$ cat config.mk
export PLATFORM = sky130hd
export DESIGN_NAME = ram_arbiter_flat
export DESIGN_NICKNAME = d
export VERILOG_FILES = /design/src/rtl/ram_arb_pkg.sv /design/src/rtl/ram_arbiter_if.sv /design/src/rtl/ram_arb_pick.sv /design/src/rtl/ram_arbiter.sv /design/src/flat_wrapper.sv
export SDC_FILE = /design/constraint.sdc
export NUM_CORES = 1
export LEC_CHECK = 0
export ABC_AREA = 0
export CAP_MARGIN = 20
export CORE_ASPECT_RATIO = 0.9
export CORE_UTILIZATION = 41
export DETAILED_ROUTE_END_ITERATION = 12
export PLACE_DENSITY = 0.79
export SLEW_MARGIN = 20
export SYNTH_ARGS = -nofsm -noshare
export SYNTH_HDL_FRONTEND = slang
export SYNTH_HIERARCHICAL = 1
export SYNTH_SLANG_ARGS = --single-unit
$ cat constraint.sdc
create_clock -name clk -period 1.75 [get_ports clk]
set_clock_uncertainty 0.1 [all_clocks]
set_input_delay 0.4375 -clock clk [delete_from_list [all_inputs] [get_ports clk]]
set_output_delay 0.4375 -clock clk [all_outputs]
set_load 0.01 [all_outputs]
$ cat src/rtl/ram_arb_pkg.sv
// Shared types for the IF/DM RAM arbiter: FSM states, owner encoding and
// default RAM geometry.
package ram_arb_pkg;

   localparam int ADDR_W_DEFAULT = 8;
   localparam int DATA_W_DEFAULT = 8;

   typedef enum logic [1:0] {
      IDLE   = 2'd0,
      ACCESS = 2'd1,
      RESP   = 2'd2
   } state_t;

   typedef enum logic {
      OWN_IF = 1'b0,
      OWN_DM = 1'b1
   } owner_t;

endpackage

$ cat src/rtl/ram_arbiter_if.sv
// Bus bundle between the fetch/LSU requesters, the arbiter and the byte RAM.
// The slave modport is the arbiter's view; master is the CPU/RAM side.
interface ram_arbiter_if import ram_arb_pkg::*; #(
   parameter int ADDR_W = ADDR_W_DEFAULT,
   parameter int DATA_W = DATA_W_DEFAULT
) ();

   // Handshake: a requester holds req and its request fields stable until it
   // sees a one-cycle ready pulse; a read then returns data with a one-cycle
   // rvalid pulse on the following cycle. req is ignored while a request is
   // being served.
   logic              if_req;
   logic [ADDR_W-1:0] if_addr;
   logic              if_ready;
   logic              if_rvalid;
   logic [DATA_W-1:0] if_rdata;

   logic              dm_req;
   logic              dm_we;
   logic [ADDR_W-1:0] dm_addr;
   logic [DATA_W-1:0] dm_wdata;
   logic              dm_ready;
   logic              dm_rvalid;
   logic [DATA_W-1:0] dm_rdata;

   logic              ram_en;
   logic              ram_r_w;
   logic [ADDR_W-1:0] ram_addr;
   logic [DATA_W-1:0] ram_wdata;
   logic [DATA_W-1:0] ram_rdata;

   modport slave (
      input  if_req, if_addr, dm_req, dm_we, dm_addr, dm_wdata, ram_rdata,
      output if_ready, if_rvalid, if_rdata, dm_ready, dm_rvalid, dm_rdata,
      output ram_en, ram_r_w, ram_addr, ram_wdata
   );

   modport master (
      output if_req, if_addr, dm_req, dm_we, dm_addr, dm_wdata, ram_rdata,
      input  if_ready, if_rvalid, if_rdata, dm_ready, dm_rvalid, dm_rdata,
      input  ram_en, ram_r_w, ram_addr, ram_wdata
   );

endinterface

$ cat src/rtl/ram_arb_pick.sv
// Grant selection between IF and DM requests. Fixed DM priority by default;
// RAM_ARB_ROUND_ROBIN_EN switches contested grants to alternate via last grant.
module ram_arb_pick import ram_arb_pkg::*; (
   input  logic   if_req,
   input  logic   dm_req,
`ifdef RAM_ARB_ROUND_ROBIN_EN
   input  owner_t last,
`endif
   output logic   grant,
   output owner_t owner
);

   always_comb begin
      grant = if_req | dm_req;
      owner = OWN_IF;
`ifdef RAM_ARB_ROUND_ROBIN_EN
      if (if_req && dm_req) begin
         owner = (last == OWN_DM) ? OWN_IF : OWN_DM;
      end else if (dm_req) begin
         owner = OWN_DM;
      end
`else
      if (dm_req) begin
         owner = OWN_DM;
      end
`endif
   end

endmodule

$ cat src/rtl/ram_arbiter.sv
// Shares one single-port byte RAM between instruction fetch and data memory.
// Define RAM_ARB_ROUND_ROBIN_EN for alternating grants under contention.
module ram_arbiter import ram_arb_pkg::*; #(
   parameter int ADDR_W = ADDR_W_DEFAULT,
   parameter int DATA_W = DATA_W_DEFAULT
) (
   input  logic         clk,
   input  logic         rst,
   ram_arbiter_if.slave bus,
   output state_t       state
);

   state_t            state_q, state_d;
   owner_t            owner_q, owner_d;
   logic              ram_en_q, ram_en_d;
   logic              ram_r_w_q, ram_r_w_d;
   logic [ADDR_W-1:0] ram_addr_q, ram_addr_d;
   logic [DATA_W-1:0] ram_wdata_q, ram_wdata_d;
   logic              if_ready_q, if_ready_d;
   logic              dm_ready_q, dm_ready_d;
   logic              if_rvalid_q, if_rvalid_d;
   logic              dm_rvalid_q, dm_rvalid_d;
   logic [DATA_W-1:0] if_rdata_q, if_rdata_d;
   logic [DATA_W-1:0] dm_rdata_q, dm_rdata_d;
   logic              gnt;
   owner_t            gnt_owner;

`ifdef RAM_ARB_ROUND_ROBIN_EN
   owner_t            last_q, last_d;
`endif

   ram_arb_pick u_pick (
      .if_req (bus.if_req),
      .dm_req (bus.dm_req),
`ifdef RAM_ARB_ROUND_ROBIN_EN
      .last   (last_q),
`endif
      .grant  (gnt),
      .owner  (gnt_owner)
   );

   always_comb begin
      state_d     = state_q;
      owner_d     = owner_q;
      ram_en_d    = 1'b0;
      ram_r_w_d   = 1'b0;
      ram_addr_d  = ram_addr_q;
      ram_wdata_d = ram_wdata_q;
      if_ready_d  = 1'b0;
      dm_ready_d  = 1'b0;
      if_rvalid_d = 1'b0;
      dm_rvalid_d = 1'b0;
      if_rdata_d  = if_rdata_q;
      dm_rdata_d  = dm_rdata_q;
`ifdef RAM_ARB_ROUND_ROBIN_EN
      last_d      = last_q;
`endif
      case (state_q)
         IDLE: begin
            if (gnt) begin
               state_d  = ACCESS;
               owner_d  = gnt_owner;
               ram_en_d = 1'b1;
`ifdef RAM_ARB_ROUND_ROBIN_EN
               last_d   = gnt_owner;
`endif
               if (gnt_owner == OWN_DM) begin
                  ram_r_w_d   = bus.dm_we;
                  ram_addr_d  = bus.dm_addr;
                  ram_wdata_d = bus.dm_wdata;
                  dm_ready_d  = 1'b1;
               end else begin
                  ram_addr_d  = bus.if_addr;
                  if_ready_d  = 1'b1;
               end
            end
         end
         ACCESS: begin
            // ram_r_w_q still holds the latched direction of this access.
            if (ram_r_w_q) begin
               state_d = IDLE;
            end else begin
               state_d     = RESP;
               if_rvalid_d = (owner_q == OWN_IF);
               dm_rvalid_d = (owner_q == OWN_DM);
            end
         end
         RESP: begin
            state_d = IDLE;
            if (owner_q == OWN_DM) begin
               dm_rdata_d = bus.ram_rdata;
            end else begin
               if_rdata_d = bus.ram_rdata;
            end
         end
         default: state_d = IDLE;
      endcase
   end

   always_ff @(posedge clk) begin
      if (rst) begin
         state_q     <= IDLE;
         owner_q     <= OWN_IF;
         ram_en_q    <= 1'b0;
         ram_r_w_q   <= 1'b0;
         ram_addr_q  <= '0;
         ram_wdata_q <= '0;
         if_ready_q  <= 1'b0;
         dm_ready_q  <= 1'b0;
         if_rvalid_q <= 1'b0;
         dm_rvalid_q <= 1'b0;
         if_rdata_q  <= '0;
         dm_rdata_q  <= '0;
`ifdef RAM_ARB_ROUND_ROBIN_EN
         last_q      <= OWN_IF;
`endif
      end else begin
         state_q     <= state_d;
         owner_q     <= owner_d;
         ram_en_q    <= ram_en_d;
         ram_r_w_q   <= ram_r_w_d;
         ram_addr_q  <= ram_addr_d;
         ram_wdata_q <= ram_wdata_d;
         if_ready_q  <= if_ready_d;
         dm_ready_q  <= dm_ready_d;
         if_rvalid_q <= if_rvalid_d;
         dm_rvalid_q <= dm_rvalid_d;
         if_rdata_q  <= if_rdata_d;
         dm_rdata_q  <= dm_rdata_d;
`ifdef RAM_ARB_ROUND_ROBIN_EN
         last_q      <= last_d;
`endif
      end
   end

   // The RAM's registered read data only arrives in the RESP cycle, so during
   // the rvalid pulse it is forwarded; the held copy covers every other cycle.
   assign bus.if_rdata  = if_rvalid_q ? bus.ram_rdata : if_rdata_q;
   assign bus.dm_rdata  = dm_rvalid_q ? bus.ram_rdata : dm_rdata_q;
   assign bus.if_ready  = if_ready_q;
   assign bus.dm_ready  = dm_ready_q;
   assign bus.if_rvalid = if_rvalid_q;
   assign bus.dm_rvalid = dm_rvalid_q;
   assign bus.ram_en    = ram_en_q;
   assign bus.ram_r_w   = ram_r_w_q;
   assign bus.ram_addr  = ram_addr_q;
   assign bus.ram_wdata = ram_wdata_q;
   assign state         = state_q;

endmodule

$ cat src/flat_wrapper.sv
// flat-port wrapper written by rule: the top's interface ports become plain ports
module ram_arbiter_flat import ram_arb_pkg::*;
#(
   parameter int ADDR_W = ADDR_W_DEFAULT,
   parameter int DATA_W = DATA_W_DEFAULT
)
  (clk, rst, state, bus_if_req, bus_if_addr, bus_dm_req, bus_dm_we, bus_dm_addr, bus_dm_wdata, bus_ram_rdata, bus_if_ready, bus_if_rvalid, bus_if_rdata, bus_dm_ready, bus_dm_rvalid, bus_dm_rdata, bus_ram_en, bus_ram_r_w, bus_ram_addr, bus_ram_wdata);
  ram_arbiter_if #(.ADDR_W(ADDR_W), .DATA_W(DATA_W)) bus_i ();
  input  logic clk;
  input  logic rst;
  output state_t state;
  input wire logic [$bits(bus_i.if_req)-1:0] bus_if_req;
  input wire logic [$bits(bus_i.if_addr)-1:0] bus_if_addr;
  input wire logic [$bits(bus_i.dm_req)-1:0] bus_dm_req;
  input wire logic [$bits(bus_i.dm_we)-1:0] bus_dm_we;
  input wire logic [$bits(bus_i.dm_addr)-1:0] bus_dm_addr;
  input wire logic [$bits(bus_i.dm_wdata)-1:0] bus_dm_wdata;
  input wire logic [$bits(bus_i.ram_rdata)-1:0] bus_ram_rdata;
  output wire logic [$bits(bus_i.if_ready)-1:0] bus_if_ready;
  output wire logic [$bits(bus_i.if_rvalid)-1:0] bus_if_rvalid;
  output wire logic [$bits(bus_i.if_rdata)-1:0] bus_if_rdata;
  output wire logic [$bits(bus_i.dm_ready)-1:0] bus_dm_ready;
  output wire logic [$bits(bus_i.dm_rvalid)-1:0] bus_dm_rvalid;
  output wire logic [$bits(bus_i.dm_rdata)-1:0] bus_dm_rdata;
  output wire logic [$bits(bus_i.ram_en)-1:0] bus_ram_en;
  output wire logic [$bits(bus_i.ram_r_w)-1:0] bus_ram_r_w;
  output wire logic [$bits(bus_i.ram_addr)-1:0] bus_ram_addr;
  output wire logic [$bits(bus_i.ram_wdata)-1:0] bus_ram_wdata;
  assign bus_i.if_req = bus_if_req;
  assign bus_i.if_addr = bus_if_addr;
  assign bus_i.dm_req = bus_dm_req;
  assign bus_i.dm_we = bus_dm_we;
  assign bus_i.dm_addr = bus_dm_addr;
  assign bus_i.dm_wdata = bus_dm_wdata;
  assign bus_i.ram_rdata = bus_ram_rdata;
  assign bus_if_ready = bus_i.if_ready;
  assign bus_if_rvalid = bus_i.if_rvalid;
  assign bus_if_rdata = bus_i.if_rdata;
  assign bus_dm_ready = bus_i.dm_ready;
  assign bus_dm_rvalid = bus_i.dm_rvalid;
  assign bus_dm_rdata = bus_i.dm_rdata;
  assign bus_ram_en = bus_i.ram_en;
  assign bus_ram_r_w = bus_i.ram_r_w;
  assign bus_ram_addr = bus_i.ram_addr;
  assign bus_ram_wdata = bus_i.ram_wdata;
  ram_arbiter #(.ADDR_W(ADDR_W), .DATA_W(DATA_W)) u_core (.clk(clk), .rst(rst), .bus(bus_i), .state(state));
endmodule
======== Word-level counts from Yosys, hierarchy flattened ========
Cells that the tools add are included.
Widths: inputs -> output; s select.
word-level totals
  bits in registers ....................... 41
  bits of input ports ..................... 37
operators by class
  equal/unequal tests ..................... 3
  muxes and demuxes ....................... 10
  bitwise logic cells ..................... 6
  reductions and logical operators ........ 9
operators with widths
  kind                number
  $mux 8              3
  $reduce_and 2->1    3
  $reduce_or 3->1     2
  $not 1->1           5
  $mux 1              4
  $mux 2              2
  $pmux 2 s2          1
  $reduce_or 4->1     1
  $reduce_and 3->1    1
  $eq 2x1->1 const B  1
  $eq 2x2->1 const B  1
  $logic_not 2->1     1
  $ne 2x1->1 const B  1
  $reduce_or 2->1     1
  $or 1x1->1          1

======== Longest topological paths before layout ========
Gate-level depths: netlist of run 1.
  depth in word-level cells ............... 3
  gate-level depth with buffers ........... 6
  mapped depth without buffers ............ 4

======== Modules after synthesis ========
The synthesis of run 1 kept the hierarchy.
modules (own cells, without submodules)
  module        times used  cells each  area an instance (µm²)  seq. area each (µm²)
  ram_arbiter   1           185         1702.9                  820.8
  ram_arb_pick  1           2           13.8                    0.0

======== Worst setup path before layout of run 1 ========
Ideal clock, no wire load.
  path type ............................... register -> output
  from .................................... register u_core.dm_rvalid_q, in the netlist u_core/bus.dm_rvalid
  to ...................................... output port bus_dm_rdata[0]
  data arrival time ....................... 1045 ps
  path slack .............................. 168 ps
  cell stages (with the launch flop) ...... 3
  path buffers ............................ 1
  cell sequence ........................... dfxtp_1 > clkbuf_1 > mux2_2
between the ends
  longest elaborated chain between the ends .. 1
ends and longest elaborated chain
  what                    RTL line            RTL
  from (decl)             ram_arbiter.sv:22   logic dm_rvalid_q, dm_rvalid_d;
  from (signal assigned)  ram_arbiter.sv:127  dm_rvalid_q <= dm_rvalid_d;
  $mux 8                  ram_arbiter.sv:139  assign bus.dm_rdata = dm_rvalid_q ? bus.ram_rdata : dm_rdata_q;
  to (decl)               flat_wrapper.sv:24  output wire logic [$bits(bus_i.dm_rdata)-1:0] bus_dm_rdata;
Every way passes these cells.

======== Worst setup path after layout of run 1 ========
  from .................................... register u_core.dm_rvalid_q, in the netlist u_core/bus.dm_rvalid
  to ...................................... output port bus_dm_rdata[5]
Same word-level chain as after synthesis.

==> results of run 1 <==
final timing paths:
kind | endpoint | slack (ns) | depth (start not counted)
max reg2reg | u_core/if_rdata_q[1] | 0.34 | 4
min reg2reg | u_core/state[1] | 0.35 | 1
max | bus_dm_rdata[5] | 0.001 | 3
min | u_core/state[1] | 0.35 | 1
worst max-delay path: stages, from the launching register on:
cell     delay [ns]
dfxtp_4        0.39
buf_16         0.13
mux2_4         0.30
buf_6          0.12
power by group through the flow:
stage | logic [W] | clock network (W) | registers, W
6_report | 0.000474 | 0.000602 | 0.00101
5_1_grt | 0.000512 | 0.000675 | 0.00102
4_1_cts | 0.000460 | 0.000625 | 0.00101
3_5_place_dp | 0.000461 | 0 | 0.00103
3_3_place_gp | 0.000455 | 0 | 0.00103
2_1_floorplan | 0.000178 | 0 | 0.00105
per-stage QoR:
step                      hold WS, ns  std cells  power (W)
final                          0.3500        321   0.002088
after detailed placement       0.3421        313   0.001495
after floorplan                0.3338        187   0.001232
after CTS                      0.3536        321   0.002097
after global routing           0.3714        321   0.002207
after global placement         0.3396        313   0.001488
state kept, by name, summed over array words and instances (netlist names):
| name | cells |
|---|---|
| u_core/bus.dm_ready | 1 |
| u_core/dm_rdata_q | 8 |
| u_core/bus.ram_r_w | 1 |
| u_core/bus.if_ready | 1 |
| u_core/bus.ram_wdata | 8 |
| u_core/state | 2 |
| u_core/bus.ram_addr | 8 |
| u_core/bus.ram_en | 1 |
| u_core/bus.dm_rvalid | 1 |
| u_core/if_rdata_q | 8 |
| u_core/owner_q | 1 |
| u_core/bus.if_rvalid | 1 |
cells in the mapped netlist (all sizes together):
cell / instances / area share
and3b: 1 / 0.0051
and2: 2 / 0.0073
nand3b: 1 / 0.0044
a21oi: 25 / 0.073
nor3b: 2 / 0.018
or2: 1 / 0.0036
dfxtp: 41 / 0.48
clkbuf: 6 / 0.013
and4bb: 1 / 0.0073
or3b: 2 / 0.010
buf: 9 / 0.038
a211oi: 8 / 0.041
mux2: 16 / 0.10
nor2: 12 / 0.026
nor4b: 1 / 0.0051
nor3: 1 / 0.0029
nand2: 48 / 0.10
mux2i: 8 / 0.047
nor2b: 1 / 0.0036
nand4bb: 1 / 0.0066
layout make-up:
class	count	area share
flip-flops and latches	41	0.2932
clock buffers	7	0.03065
repair buffers	96	0.3465
well taps	46	0.02044
multi-input cells	131	0.3092
cell families (layout without fill, tap and decap cells):
kind of cell | count (synthesis) | after routing | synth area share
compound gates | 33 | 33 | 0.1137
buf+inv | 15 | 103 | 0.05102
flops | 41 | 41 | 0.4781
mux | 24 | 24 | 0.1516
simple gates | 74 | 74 | 0.2055
metal layers:
layer  GRT usage  vias up  part of all wire
met5           0        -                 0
met4     0.06000        0            0.0067
met3     0.04960        2             0.068
met2      0.3245       45              0.49
met1      0.2607      709              0.44
li1            -      801                 -
timing repair:
action | in CTS | in global routing
endpoints found under the hold margin | 0 | 0
hold buffers | 0 | 0
gates resized for setup | 100 | 15
endpoints found under the setup margin | 18 | 19
pin swaps | 0 | 0
cloned | 1 | 0
==> results.yml, run 1 <==
worst_setup_path:
  path_class: "flop to primary output"
  arrival_ns: 1.21
  critPathCaptureType: "primary output"
  setup.worst_path.start: "u_core/bus.dm_rvalid"
  required_ns: 1.21
  startpoint_type: "flop"
  timing.rr.start: "u_core/state[1]"
  cp_max_fo: 4
layout:
  seqCellArea_um2: 825.8
  area_delta_synth_final_pct: 64.07
  multi_input_area_um2: 870.8
  nFillCells: 300
  antenna_cells: 0
  layout-drive-gt1-share: 0.2436
  post-route-util: 0.7292
  layout_common_cells: "clkdlybuf4s50_1, nand2_1, dfxtp_1"
  nets: 312
  design_area_mm2: 0.002816
cts:
  cts_root_buf: "clkbuf_8"
  post_cts_buffers: 0
  cts_sinks: 41
  cts_tree: "yes"
  numCtsBuffers: 5
  clk_pin_slew_ns: 0.07
  clkLatencyLatePin_ns: 0.28
  clock_path_buffers: 2
  htreeDepth: 2
place:
  port_buffers: 76
  pre_cts_slack_ns: -0.4694
  gp_congestion: 0.7469
  hpwl_um: 2869
  placed_cell_area_mm2: 0.002615
timing:
  hold_violations: 0
  worst_slack_ns: 0.0009820
  slew_headroom: 0.7172
  fin_setup_tns_ns: 0
  min_period_ns: 1.749
  setup_violations: 0
  slew_violations: 0
  rsz0062_at_grt: "yes"
  max_freq_ghz: 0.5717
  period_share: 0.9994
  worst_slew_pin_slew_ns: 0.4183
logic_synthesis:
  netlist_area_mm2: 0.001717
  synth.net_count: 224
  syn_inst: 187
  avgSynthCellArea_um2: 9.180
  synth_cell_types: 25
  ys_warn_count: 6
  ys_seq_area_frac: 0.4781
  ys_seq_elements: 41
power_and_ir_drop:
  leakagePower_nw: 1.167
  power_switching_w: 0.0005046
  ir_drop_mv: 0.6904
  power_density_mw_per_mm2: 741.5
  clkPwrFrac: 0.288
  combPwrFrac: 0.227
  p_sw_frac: 0.2416
  intPower_w: 0.001584
  seqPwrFrac: 0.485
route:
  viasPerCell: 4.850
  dr.pass1.iters: 4
  ant_nets: 0
  routed_wl_um: 4166
  drt_iter0_markers: 44
  vias: 1557
  drc: 0
  wl_per_cell_um: 12.98
worst_hold_path:
  hp-class: "flop to flop"
  min-delay-start: "u_core/bus.ram_r_w"
floorplan:
  die_x_um: 70.21
  dieArea_mm2: 0.004450
  boundaryPins: 77
  core_mm2: 0.003862
  dieHeight_um: 63.39
  initial_core_util: 0.4444
  num_rows: 21
global_routing:
  grt_usage: 0.1995
  overflow: 0
  antenna_found_initial: 0
  grt_pass1_wl_um: 7058
  grt_pass1_vias: 1496
  grt_max_degree: 17
run_status:
  outcome: "finished, final reports clean"
flow_run:
  drv_cap: 0
No activity file was read; power rests on OpenSTA's default activity.
==> inputs of run 2 (changes only) <==
--- a/config.mk
+++ b/config.mk
@@ -8,9 +8,10 @@
 export ABC_AREA = 0
 export CAP_MARGIN = 20
 export CORE_ASPECT_RATIO = 0.9
-export CORE_UTILIZATION = 41
+export CORE_UTILIZATION = 43
+export CTS_BUF_LIST = sky130_fd_sc_hd__clkbuf_2 sky130_fd_sc_hd__clkbuf_4 sky130_fd_sc_hd__clkbuf_8
 export DETAILED_ROUTE_END_ITERATION = 12
-export PLACE_DENSITY = 0.79
+export PLACE_DENSITY = 0.82
 export SLEW_MARGIN = 20
 export SYNTH_ARGS = -nofsm -noshare
 export SYNTH_HDL_FRONTEND = slang
==> run 2 against run 1 <==
Effect of this change:
- the flow now finishes with violations (setup timing)
- worst hold slack gained 0.0072 ns
- worst setup slack worse by 0.028 ns
- combinational power is essentially flat
- total power fell by 0.44%
- utilization is 1.6 points higher
- maximum frequency decreased by 1.6%
- critical endpoint unchanged
- highest routed layer unchanged
==> results.yml, run 2 (synthesis gave the netlist of run 1 again) <==
cts:
  ctsHoldBuffers: 0
  htreeDepth: 2
  numCtsBuffers: 5
  clock_path_buffers: 2
  clk_pin_slew_ns: 0.08
  post_cts_buffers: 0
  cts_tree: "yes"
  cts_root_buf: "clkbuf_8"
  clkLatencyLatePin_ns: 0.29
  cts_sinks: 41
worst_setup_path:
  arrival_ns: 1.24
  path_class: "flop to primary output"
  r2r_slack_ns: 0.34
  critPathCaptureType: "primary output"
  r2r-end: "u_core/if_rdata_q[2]"
  rr_worst_depth: 4
  startpoint_type: "flop"
  timing.rr.start: "u_core/state[1]"
  required_ns: 1.21
  cp_max_fo: 5
route:
  drt_iter0_markers: 70
  drc: 0
  ant_nets: 0
  viasPerCell: 4.921
  dr.pass1.iters: 4
  wl_per_cell_um: 14.25
  routed_wl_um: 4532
  vias: 1565
floorplan:
  dieHeight_um: 61.94
  die_x_um: 68.60
  boundaryPins: 77
  initial_core_util: 0.4569
  num_rows: 21
  core_mm2: 0.003757
  dieArea_mm2: 0.004249
global_routing:
  antenna_found_initial: 0
  grt_use_met1: 0.2747
  busiest_layer: "met2"
  grt_max_degree: 24
  grt_pass1_vias: 1424
  overflow: 0
  use_met2: 0.3697
  grt_pass1_wl_um: 6741
  grtUsageMet3: 0.05474
  grt_usage: 0.2237
layout:
  antenna_cells: 0
  mostFrequentLayoutCell: "nand2_1"
  multi_input_area_um2: 875.8
  layout-drive-gt1-share: 0.2426
  area_delta_synth_final_pct: 63.19
  seqCellArea_um2: 825.8
  nets: 308
  nFillCells: 279
  layout_common_cells: "nand2_1, clkdlybuf4s50_1, dfxtp_1"
  post-route-util: 0.7456
worst_hold_path:
  min_to: "u_core/bus.ram_wdata[3]"
  min_path_cells: 2
  min-delay-start: "u_core/bus.ram_wdata[3]"
  hp-class: "flop to flop"
timing:
  min_period_ns: 1.777
  slew_headroom: 0.6778
  slew_violations: 0
  rsz0062_at_grt: "yes"
  max_freq_ghz: 0.5627
  worst_slack_ns: -0.02722
  worst_slew_pin_slew_ns: 0.4813
  setup_violations: 5
  hold_violations: 0
  period_share: 1.016
  whs_ns: 0.3572
flow_run:
  drv_cap: 0
power_and_ir_drop:
  ir_drop_mv: 0.5464
  leakagePower_nw: 1.211
  power_density_mw_per_mm2: 742.2
place:
  gp_congestion: 0.7196
  hpwl_um: 3238
  port_buffers: 76
run_status:
  violations: "setup timing"
  outcome: "finished with violations"
## run 2: cell count changes in the layout (fill, tap and decap cells not counted), sizes merged
cell,change
clkdlybuf4s50,-4
buf,-4
clkbuf,-2
dlymetal6s2s,+4
clkinvlp,+1
clkinv,+2
## run 2: critical path, stage by stage, from the launching register on
cell	delay (ns)
dfxtp_4	0.39
buf_12	0.12
mux2_4	0.31
buf_6	0.12
## run 2: through the flow
| stage | instance area [µm²] | cells | setup TNS [ns] | power (W) | worst slack [ns] |
|---|---|---|---|---|---|
| after floorplan | 1717 | 187 | 0 | 0.001232 | 0.1676 |
| after global placement | 2585 | 309 | -10.12 | 0.001482 | -0.4920 |
| after detailed placement | 2585 | 309 | -10.80 | 0.001495 | -0.5010 |
| after CTS | 2745 | 318 | -0.3146 | 0.002093 | -0.06514 |
| after global routing | 2801 | 318 | -0.5513 | 0.002179 | -0.06629 |
| final | 2801 | 318 | -0.09698 | 0.002079 | -0.02722 |
## run 2: layer usage
layer | vias to the layer above | wire, µm
li1 | 800 | -
met1 | 714 | 1946
met2 | 42 | 2233
met3 | 9 | 264
met4 | 0 | 88
met5 | - | 0
## run 2: worst max-delay path by stage
stage | startpoint | to | slack (ns) | depth (start not counted)
2_1_floorplan | u_core/bus.dm_rvalid | bus_dm_rdata[0] | 0.17 | 2
3_3_place_gp | bus_ram_rdata[7] | bus_dm_rdata[7] | -0.49 | 3
3_5_place_dp | bus_ram_rdata[5] | bus_dm_rdata[5] | -0.50 | 3
4_1_cts | u_core/bus.dm_rvalid | bus_dm_rdata[5] | -0.07 | 3
5_1_grt | u_core/bus.dm_rvalid | bus_dm_rdata[5] | -0.07 | 3
6_report | u_core/bus.dm_rvalid | bus_dm_rdata[5] | -0.03 | 3
## run 2: layout make-up
cell class / count / share of cell area
Timing Repair Buffer: 92 / 0.3412
Clock inverter: 3 / 0.006253
Sequential cell: 41 / 0.2948
Clock buffer: 5 / 0.02456
Multi-Input combinational cell: 131 / 0.3126
Tap cell: 46 / 0.02054
## run 2: power breakdown
part           switching [W]  total (W)  internal (W)
Combinational       0.000194   0.000472      0.000278
Sequential         0.0000303    0.00102      0.000986
Clock               0.000316   0.000591      0.000275
## run 2: what timing repair did
| item | in CTS | in global routing |
|---|---|---|
| endpoints found under the setup margin | 18 | 24 |
| gates resized for setup | 103 | 17 |
| pin swaps | 0 | 0 |
| gates cloned | 1 | 0 |
==> inputs of run 3 (changes only) <==
--- a/config.mk
+++ b/config.mk
@@ -5,13 +5,14 @@
 export SDC_FILE = /design/constraint.sdc
 export NUM_CORES = 1
 export LEC_CHECK = 0
-export ABC_AREA = 0
+export ABC_CLOCK_PERIOD_IN_PS = 1750
 export CAP_MARGIN = 20
 export CORE_ASPECT_RATIO = 0.9
 export CORE_UTILIZATION = 43
 export CTS_BUF_LIST = sky130_fd_sc_hd__clkbuf_2 sky130_fd_sc_hd__clkbuf_4 sky130_fd_sc_hd__clkbuf_8
 export DETAILED_ROUTE_END_ITERATION = 12
 export PLACE_DENSITY = 0.82
+export SKIP_CTS_REPAIR_TIMING = 1
 export SLEW_MARGIN = 20
 export SYNTH_ARGS = -nofsm -noshare
 export SYNTH_HDL_FRONTEND = slang
==> run 3 against run 2 <==
Effect of this change:
- the run still ends with setup timing left
- global-route usage down 0.47 points
- register-to-register slack lost 0.07 ns
- count of clock-buffer cells in the layout unchanged
- critical endpoint is now bus_if_rdata[3]
- largest cell class unchanged
==> results.yml, run 3 (synthesis gave the netlist of run 1 again) <==
run_status:
  outcome: "finished with violations"
  violations: "setup timing"
cts:
  clkLatencyLatePin_ns: 0.29
  cts_root_buf: "clkbuf_8"
  clock_path_buffers: 2
  cts_tree: "yes"
  clk_pin_slew_ns: 0.07
  cts_sinks: 41
  numCtsBuffers: 5
  htreeDepth: 2
power_and_ir_drop:
  power_switching_w: 0.0005467
  intPower_w: 0.001545
  p_sw_frac: 0.2613
  combPwrFrac: 0.230
  power_density_mw_per_mm2: 734.3
  clkPwrFrac: 0.285
  ir_drop_mv: 0.5519
  leakagePower_nw: 1.308
  seqPwrFrac: 0.485
place:
  pre_cts_slack_ns: -0.5010
  placed_cell_area_mm2: 0.002585
  port_buffers: 76
  hpwl_um: 3238
  gp_congestion: 0.7196
timing:
  max_freq_ghz: 0.5492
  worst_slack_ns: -0.07078
  rsz0062_at_grt: "yes"
  period_share: 1.040
  worst_slew_pin_slew_ns: 0.5743
  min_period_ns: 1.821
  setup_violations: 9
  slew_violations: 0
  whs_ns: 0.3571
  hold_violations: 0
  slew_headroom: 0.6154
layout:
  antenna_cells: 0
  area_delta_synth_final_pct: 65.96
  layout-drive-gt1-share: 0.2482
  design_area_mm2: 0.002849
  layout_common_cells: "nand2_1, clkdlybuf4s50_1, dfxtp_1"
  nets: 310
  mostFrequentLayoutCell: "nand2_1"
  nFillCells: 264
global_routing:
  grt_usage: 0.2191
  overflow: 0
  grt_max_degree: 24
  grt_pass1_vias: 1438
  grt_pass1_wl_um: 6561
  antenna_found_initial: 0
worst_setup_path:
  cp.depth: 4
  arrival_ns: 1.28
  max_stage_delay_ns: 0.34
  crit_family: "buffers and inverters"
  cpMostUsedCell: "buf_6"
  rr_worst_depth: 4
  timing.rr.start: "u_core/state[1]"
  crit_chain: "buf_6, buf_6, mux2_4, buf_6"
  cp_max_fo: 4
  path_class: "flop to primary output"
  r2r-end: "u_core/if_rdata_q[7]"
  path_buf_inv: 3
  cpMaxStageDelayCell: "dfxtp_2"
  r2r_slack_ns: 0.27
  required_ns: 1.21
  startpoint_type: "flop"
  critPathCaptureType: "primary output"
floorplan:
  core_mm2: 0.003757
  dieArea_mm2: 0.004249
  num_rows: 21
  initial_core_util: 0.4569
  boundaryPins: 77
  die_x_um: 68.60
  dieHeight_um: 61.94
route:
  dr.pass1.iters: 4
  top_layer: "met4"
  viasPerCell: 4.928
  drt-met1-wl_um: 2023
  routed-wl-met2_um: 2263
  wl_per_cell_um: 14.40
  routed-wl-met3_um: 253
  routed_wl_um: 4609
  vias: 1577
  drt_iter0_markers: 67
  ant_nets: 0
  drc: 0
worst_hold_path:
  hp-class: "flop to flop"
  min-delay-start: "u_core/bus.ram_wdata[3]"
  min_path_cells: 2
  min_to: "u_core/bus.ram_wdata[3]"
flow_run:
  drv_cap: 0
run 3: how the worst max path moves through the flow:
stage	slack, ns	from	to
floorplan	0.17	u_core/bus.dm_rvalid	bus_dm_rdata[0]
finish	-0.07	u_core/bus.if_rvalid	bus_if_rdata[3]
global route	-0.1	u_core/bus.if_rvalid	bus_if_rdata[3]
global placement	-0.49	bus_ram_rdata[7]	bus_dm_rdata[7]
detailed placement	-0.50	bus_ram_rdata[5]	bus_dm_rdata[5]
CTS	-0.50	bus_ram_rdata[5]	bus_dm_rdata[5]
run 3: layer usage:
metal,vias to the layer above,track usage
li1,806,-
met2,44,0.3669
met1,721,0.2612
met4,0,0.1131
met5,-,0
met3,6,0.05474
run 3: stage by stage:
step           power [W]  setup TNS, ns  utilization  cells
2_1_floorplan   0.001232              0            -    187
3_3_place_gp    0.001482         -10.12       0.6880    309
3_5_place_dp    0.001495         -10.80       0.6880    309
4_1_cts         0.002088         -7.862       0.7110    317
5_1_grt         0.002185        -0.8900       0.7582    320
6_report        0.002092        -0.3583       0.7582    320
run 3: power groups by stage:
stage	logic, W	registers, W	clock network [W]
final	0.000481	0.00102	0.000596
after global routing	0.000520	0.00102	0.000642
after detailed placement	0.000458	0.00104	0
after global placement	0.000450	0.00103	0
after floorplan	0.000178	0.00105	0
after CTS	0.000459	0.00102	0.000613
run 3: worst reg2reg max path, stage by stage, from the launching register on:
cell     delay, ns
dfxtp_1       0.33
buf_4         0.16
nor3b_2       0.51
nand2_1       0.15
a21oi_1       0.17
run 3: layout make-up:
| type | instances | area [µm²] | area share |
|---|---|---|---|
| Clock buffer | 5 | 68.82 | 0.02415 |
| Multi-Input combinational cell | 131 | 872.1 | 0.3061 |
| Tap cell | 46 | 57.56 | 0.02020 |
| Sequential cell | 41 | 825.8 | 0.2899 |
| Timing Repair Buffer | 94 | 1007 | 0.3535 |
| Clock inverter | 3 | 17.52 | 0.006148 |
==> RTL edit 1: new RTL, flow settings as in run 2 <==
Add a define of `RAM_ARB_ROUND_ROBIN_EN`.
--- a/src/rtl/ram_arb_pick.sv
+++ b/src/rtl/ram_arb_pick.sv
@@ -1,5 +1,7 @@
 // Grant selection between IF and DM requests. Fixed DM priority by default;
 // RAM_ARB_ROUND_ROBIN_EN switches contested grants to alternate via last grant.
+`define RAM_ARB_ROUND_ROBIN_EN
+
 module ram_arb_pick import ram_arb_pkg::*; (
    input  logic   if_req,
    input  logic   dm_req,
Formal check against the unedited RTL: not equivalent (a bounded check fails within 4 cycles, from zero or initial values and one cycle with rst high).
==> RTL edit 1 against run 2 <==
- the flow still finishes with violations (setup timing)
- sequential cell count unchanged
- cell count up 1.3%
- cell area rose by 0.13%
- clock power is 5.9% higher
- largest cell class unchanged
- area after synthesis hardly changed
- total power is 2.1% higher
- non-clock buffer count increased by 3
- wire length fell by 9.8%
- setup slack better by 0.026 ns
- first-iteration DRC count rose by 4.3%
==> RTL edit 1: results (changes against run 2) <==
Status
  • Run status: finished with violations
  • Failing checks: setup timing

Timing
  • Max_slew headroom: 0.635 (-0.0429)
  • # setup viols final: 1 (-4)
  • Sum Neg Setup Slack: -0.00159 ns (+0.0954 ns)
  • Post-route worst setup slack: -0.00159 ns (+0.0256 ns)

Yosys
  • Async SR Flop Fraction: 0 (unchanged)
  • Syn. warnings: 6 (unchanged)
  • Mux cell area share after synthesis: 0.151 (about the same)
  • Netlist cell types: 26 (+4.0%)
  • Top cells by count, synth: 48 x nand2_1, 41 x dfxtp_1, 25 x a21oi_1, 16 x mux2_2, 12 x nor2_1
  • Synth Area in Compound Gates: 0.118 (+0.00429)
  • Avg Cell Area, Syn: 9.19 um2 (about the same)
  • Yosys top cell area share: 0.478 (about the same)
  • Post-synthesis sequential area ratio: 0.478 (about the same)
  • Largest cells by area after synthesis: dfxtp_1 48%, mux2_2 10%, nand2_1 10%

Placed design
  • Placed cells: 313 (+1.3%)
  • Worst slack at placement: -0.473 ns (+0.0276 ns)
  • Gpl congestion: 0.663 (-7.9%)
  • Post-DP Area: 0.00262 mm2 (+1.2%)
  • Hpwl dp: 2.95 mm (-8.8%)
  • Port bufs: 76 (unchanged)

Routing
  • First DRT Iteration DRCs: 73 (+4.3%)
  • DR pass1 iterations: 4 (unchanged)
  • Post-DR vias/cell: 4.89 (-0.61%)
  • Wire per inst: 12.7 um (-11%)
  • Antenna viol nets, final: 0 (unchanged)

Setup path
  • Worst-path fanout max: 7 (+2)
  • CP Data Arrival Time: 1.21 ns (-0.03 ns)
  • Max incr delay on CP: 0.36 ns (-0.03 ns)
  • Critical Path Slowest Stage Cell: dfxtp_2
  • Worst path top cell family by delay: flip-flops

CTS
  • Post-CTS Resized: 93 (-9.7%)
  • Hold_buf cts: 0 (unchanged)
  • Post-CTS setup buffer count: 1 (+1)
  • CTS Buf Count: 5 (unchanged)

Global routing
  • Vias in the first global route: 1498 (+5.2%)
  • First-pass GRT wire length: 6.31 mm (-6.5%)
  • GR Util All Layers: 0.205 (-0.0192)
  • Largest net degree at the start of global routing: 21 (-13%)

Layout
  • Fin cells: 322 (+1.3%)
  • Share of cells above drive strength 1: 0.246 (+0.00373)

Power
  • Max VDD drop: 0.599 mV (+9.6%)
  • LEAKAGE: 1.18 nW (-2.6%)
RTL edit 1: changes by cell type after synthesis:
cell      before  now
a21boi_1       0    1
buf_2          4    5
buf_4          3    2
clkbuf_1       6    5
RTL edit 1: worst register-to-register path, stage by stage (launching register included):
cell      delay (ns)
dfxtp_1         0.38
a21boi_1        0.24
buf_4           0.24
mux2i_1         0.27
a211oi_2        0.09
RTL edit 1: per-layer routing:
metal,GRT usage,part of all wire,vias up
met5,0,0,-
met3,0.0602,0.070,5
met2,0.361,0.48,53
li1,-,-,810
met4,0.0804,0.0069,0
met1,0.233,0.44,707
RTL edit 1: cells by family (layout without fill, tap and decap cells):
group,count (synthesis),in the layout
DFF,41,41
buffers and inverters,14,103
and+or+nand+nor,74,74
AOI/OAI and AO/OA,34,34
muxes,24,24
RTL edit 1: layout make-up:
class / count / area [um2]
Clock buffer: 8 / 91.3
Fill cell: 290 / 978
Multi-Input combinational cell: 132 / 878
Sequential cell: 41 / 823
Tap cell: 46 / 57.6
Timing Repair Buffer: 95 / 955
RTL edit 1: report_power, final:
part	total, mW	switching (mW)	internal (mW)
registers	1.02	0.0287	0.988
clock network	0.626	0.296	0.330
logic	0.481	0.193	0.288
RTL edit 1: final timing paths:
check	start	end	slack [ns]	depth (start not counted)
worst max-delay path	u_core/bus.dm_rvalid$_SDFF_PP0_	bus_dm_rdata[3]	-0.002	3
worst min-delay path	u_core/dm_rdata_q[4]$_SDFFE_PP0P_	u_core/dm_rdata_q[4]$_SDFFE_PP0P_	0.35	2
worst max register to register	u_core/last_q$_SDFFE_PP0P_	u_core/bus.ram_addr[7]$_SDFFE_PP0P_	0.32	4
worst min register to register	u_core/dm_rdata_q[4]$_SDFFE_PP0P_	u_core/dm_rdata_q[4]$_SDFFE_PP0P_	0.35	2
==> RTL edit 2: new RTL, settings of run 2 <==
Without the edit above. Reset style: asynchronous (`rst`), changed in one clocked block.
--- a/src/rtl/ram_arbiter.sv
+++ b/src/rtl/ram_arbiter.sv
@@ -97,7 +97,7 @@
       endcase
    end
 
-   always_ff @(posedge clk) begin
+   always_ff @(posedge clk or posedge rst) begin
       if (rst) begin
          state_q     <= IDLE;
          owner_q     <= OWN_IF;
Function: differs if rst is asserted again (counterexample within 4 cycles, from zero or initial values and one cycle with rst high); with rst held inactive, the same outputs for 10 cycles.
==> RTL edit 2 against run 2 <==
- the flow still finishes with violations (setup timing)
- cell area rose by 5.1%
- setup slack worse by 0.036 ns
- via count fell by 18%
- wire length down 9.0%
- first-iteration DRC count shrank 74%
- die area up 5.1%
- cell count fell by 19%
- area after synthesis up 5.2%
- sequential share of layout area increased by 5.4 points
- sequential cell count unchanged
Power is not compared: it rests on default switching activity, and its combinational part moved more than twofold at a synthesized area within 25%.
==> RTL edit 2: results (changes against run 2) <==
Yosys
  • Post-synthesis sequential area ratio: 0.568 (+0.0897)
  • Top cells by count, synth: 57 x mux2_2, 41 x dfrtp_1, 3 x nor3b_1
  • Async SR Flop Fraction: 1.00 (+1.00)
  • Netlist cell types: 14 (-44%)
  • Syn nets: 153 (-32%)
  • Largest cells by area after synthesis: dfrtp_1 57%, mux2_2 36%, nor3b_1 1.2%

Global routing
  • GR Util All Layers: 0.198 (-0.0255)
  • Vias in the first global route: 1355 (-4.8%)
  • Largest net degree at the start of global routing: 42 (+75%)
  • First-pass GRT wire length: 6.62 mm (-1.7%)

Placed design
  • Worst slack at placement: -0.432 ns (+0.0690 ns)
  • Post-DP Area: 0.00274 mm2 (+5.9%)
  • Gpl congestion: 0.747 (+3.8%)

Routing
  • Routed via count: 1291 (-18%)
  • DR pass1 iterations: 2 (-2)

Setup path
  • Max incr delay on CP: 0.44 ns (+0.05 ns)
  • CP Data Arrival Time: 1.28 ns (+0.04 ns)
  • Reg-to-Reg End: u_core/bus.ram_wdata[4]$_DFFE_PP0P_
  • Critical Path Slowest Stage Cell: clkdlybuf4s50_1
  • Reg2Reg Depth: 2 (-2)
  • R2r startpoint: u_core/state[1]$_DFFE_PP0P_
  • Worst-path fanout max: 3 (-2)

Timing
  • Max_slew headroom: 0.829 (+0.151)
  • # setup viols final: 16 (+11)
  • Worst Hold Slack: 0.348 ns (-0.00959 ns)
  • Post-route worst setup slack: -0.0633 ns (-0.0361 ns)

Layout
  • Nets: 247 (-20%)
  • Share of cells above drive strength 1: 0.490 (+0.248)

Status
  • Run status: finished with violations
  • Failing checks: setup timing

Min path
  • Worst hold start: u_core/bus.ram_r_w$_DFF_PP0_
  • Hold Crit Depth: 1 (-1)
  • Hold worst-path end: u_core/state[1]$_DFFE_PP0P_
==> RTL edit 2: layout make-up <==
| type | count | area (um2) |
|---|---|---|
| Clock buffer | 6 | 82.6 |
| Clock inverter | 1 | 7.51 |
| Fill cell | 235 | 917 |
| Inverter | 1 | 3.75 |
| Multi-Input combinational cell | 68 | 807 |
| Sequential cell | 41 | 1030 |
| Tap cell | 46 | 57.6 |
| Timing Repair Buffer | 93 | 958 |
==> RTL edit 2: routing by layer <==
metal | GRT usage | share of wire
met5 | 0 | 0
met4 | 0.0825 | 0.017
met3 | 0.0784 | 0.082
met2 | 0.327 | 0.52
met1 | 0.228 | 0.38
==> RTL edit 2: cell families (layout without fill, tap and decap cells) <==
logic type | Yosys count | after routing | synth area share
buffers and inverters | 7 | 101 | 0.0235
flip-flops | 41 | 41 | 0.568
multiplexers | 57 | 57 | 0.355
AND/OR/NAND/NOR | 11 | 11 | 0.0533
==> RTL edit 2: where the power goes <==
group,switching (mW),internal (mW),total (mW)
registers,0.299,1.41,1.71
clock network,0.304,0.311,0.615
logic,0.942,1.78,2.72
total,1.55,3.50,5.05
==> RTL edit 2: per-stage QoR <==
step	instances	total power, mW	setup TNS [ns]
after global routing	256	5.32	-1.45
after global placement	247	4.16	-12.22
after detailed placement	247	4.25	-12.73
final	256	5.05	-0.770
after floorplan	116	2.91	0
after CTS	260	5.09	-2.12
==> RTL edit 2: worst max path at each step <==
stage / start / to / slack, ns / depth (start not counted)
global placement: bus_ram_rdata[7] / bus_dm_rdata[7] / -0.40 / 3
global route: u_core/bus.if_rvalid$_DFF_PP0_ / bus_if_rdata[2] / -0.1 / 3
finish: bus_ram_rdata[5] / bus_if_rdata[5] / -0.06 / 3
floorplan: u_core/bus.dm_rvalid$_DFF_PP0_ / bus_dm_rdata[0] / 0.15 / 2
detailed placement: bus_ram_rdata[2] / bus_dm_rdata[2] / -0.43 / 3
CTS: u_core/bus.dm_rvalid$_DFF_PP0_ / bus_dm_rdata[2] / -0.15 / 4
==> RTL edit 2: what timing repair did <==
item	4_1_cts	5_1_grt
gates resized for setup	99	32
endpoints found under the setup margin	32	34
pin swaps	0	0
cloned	2	0
setup buffers	4	0
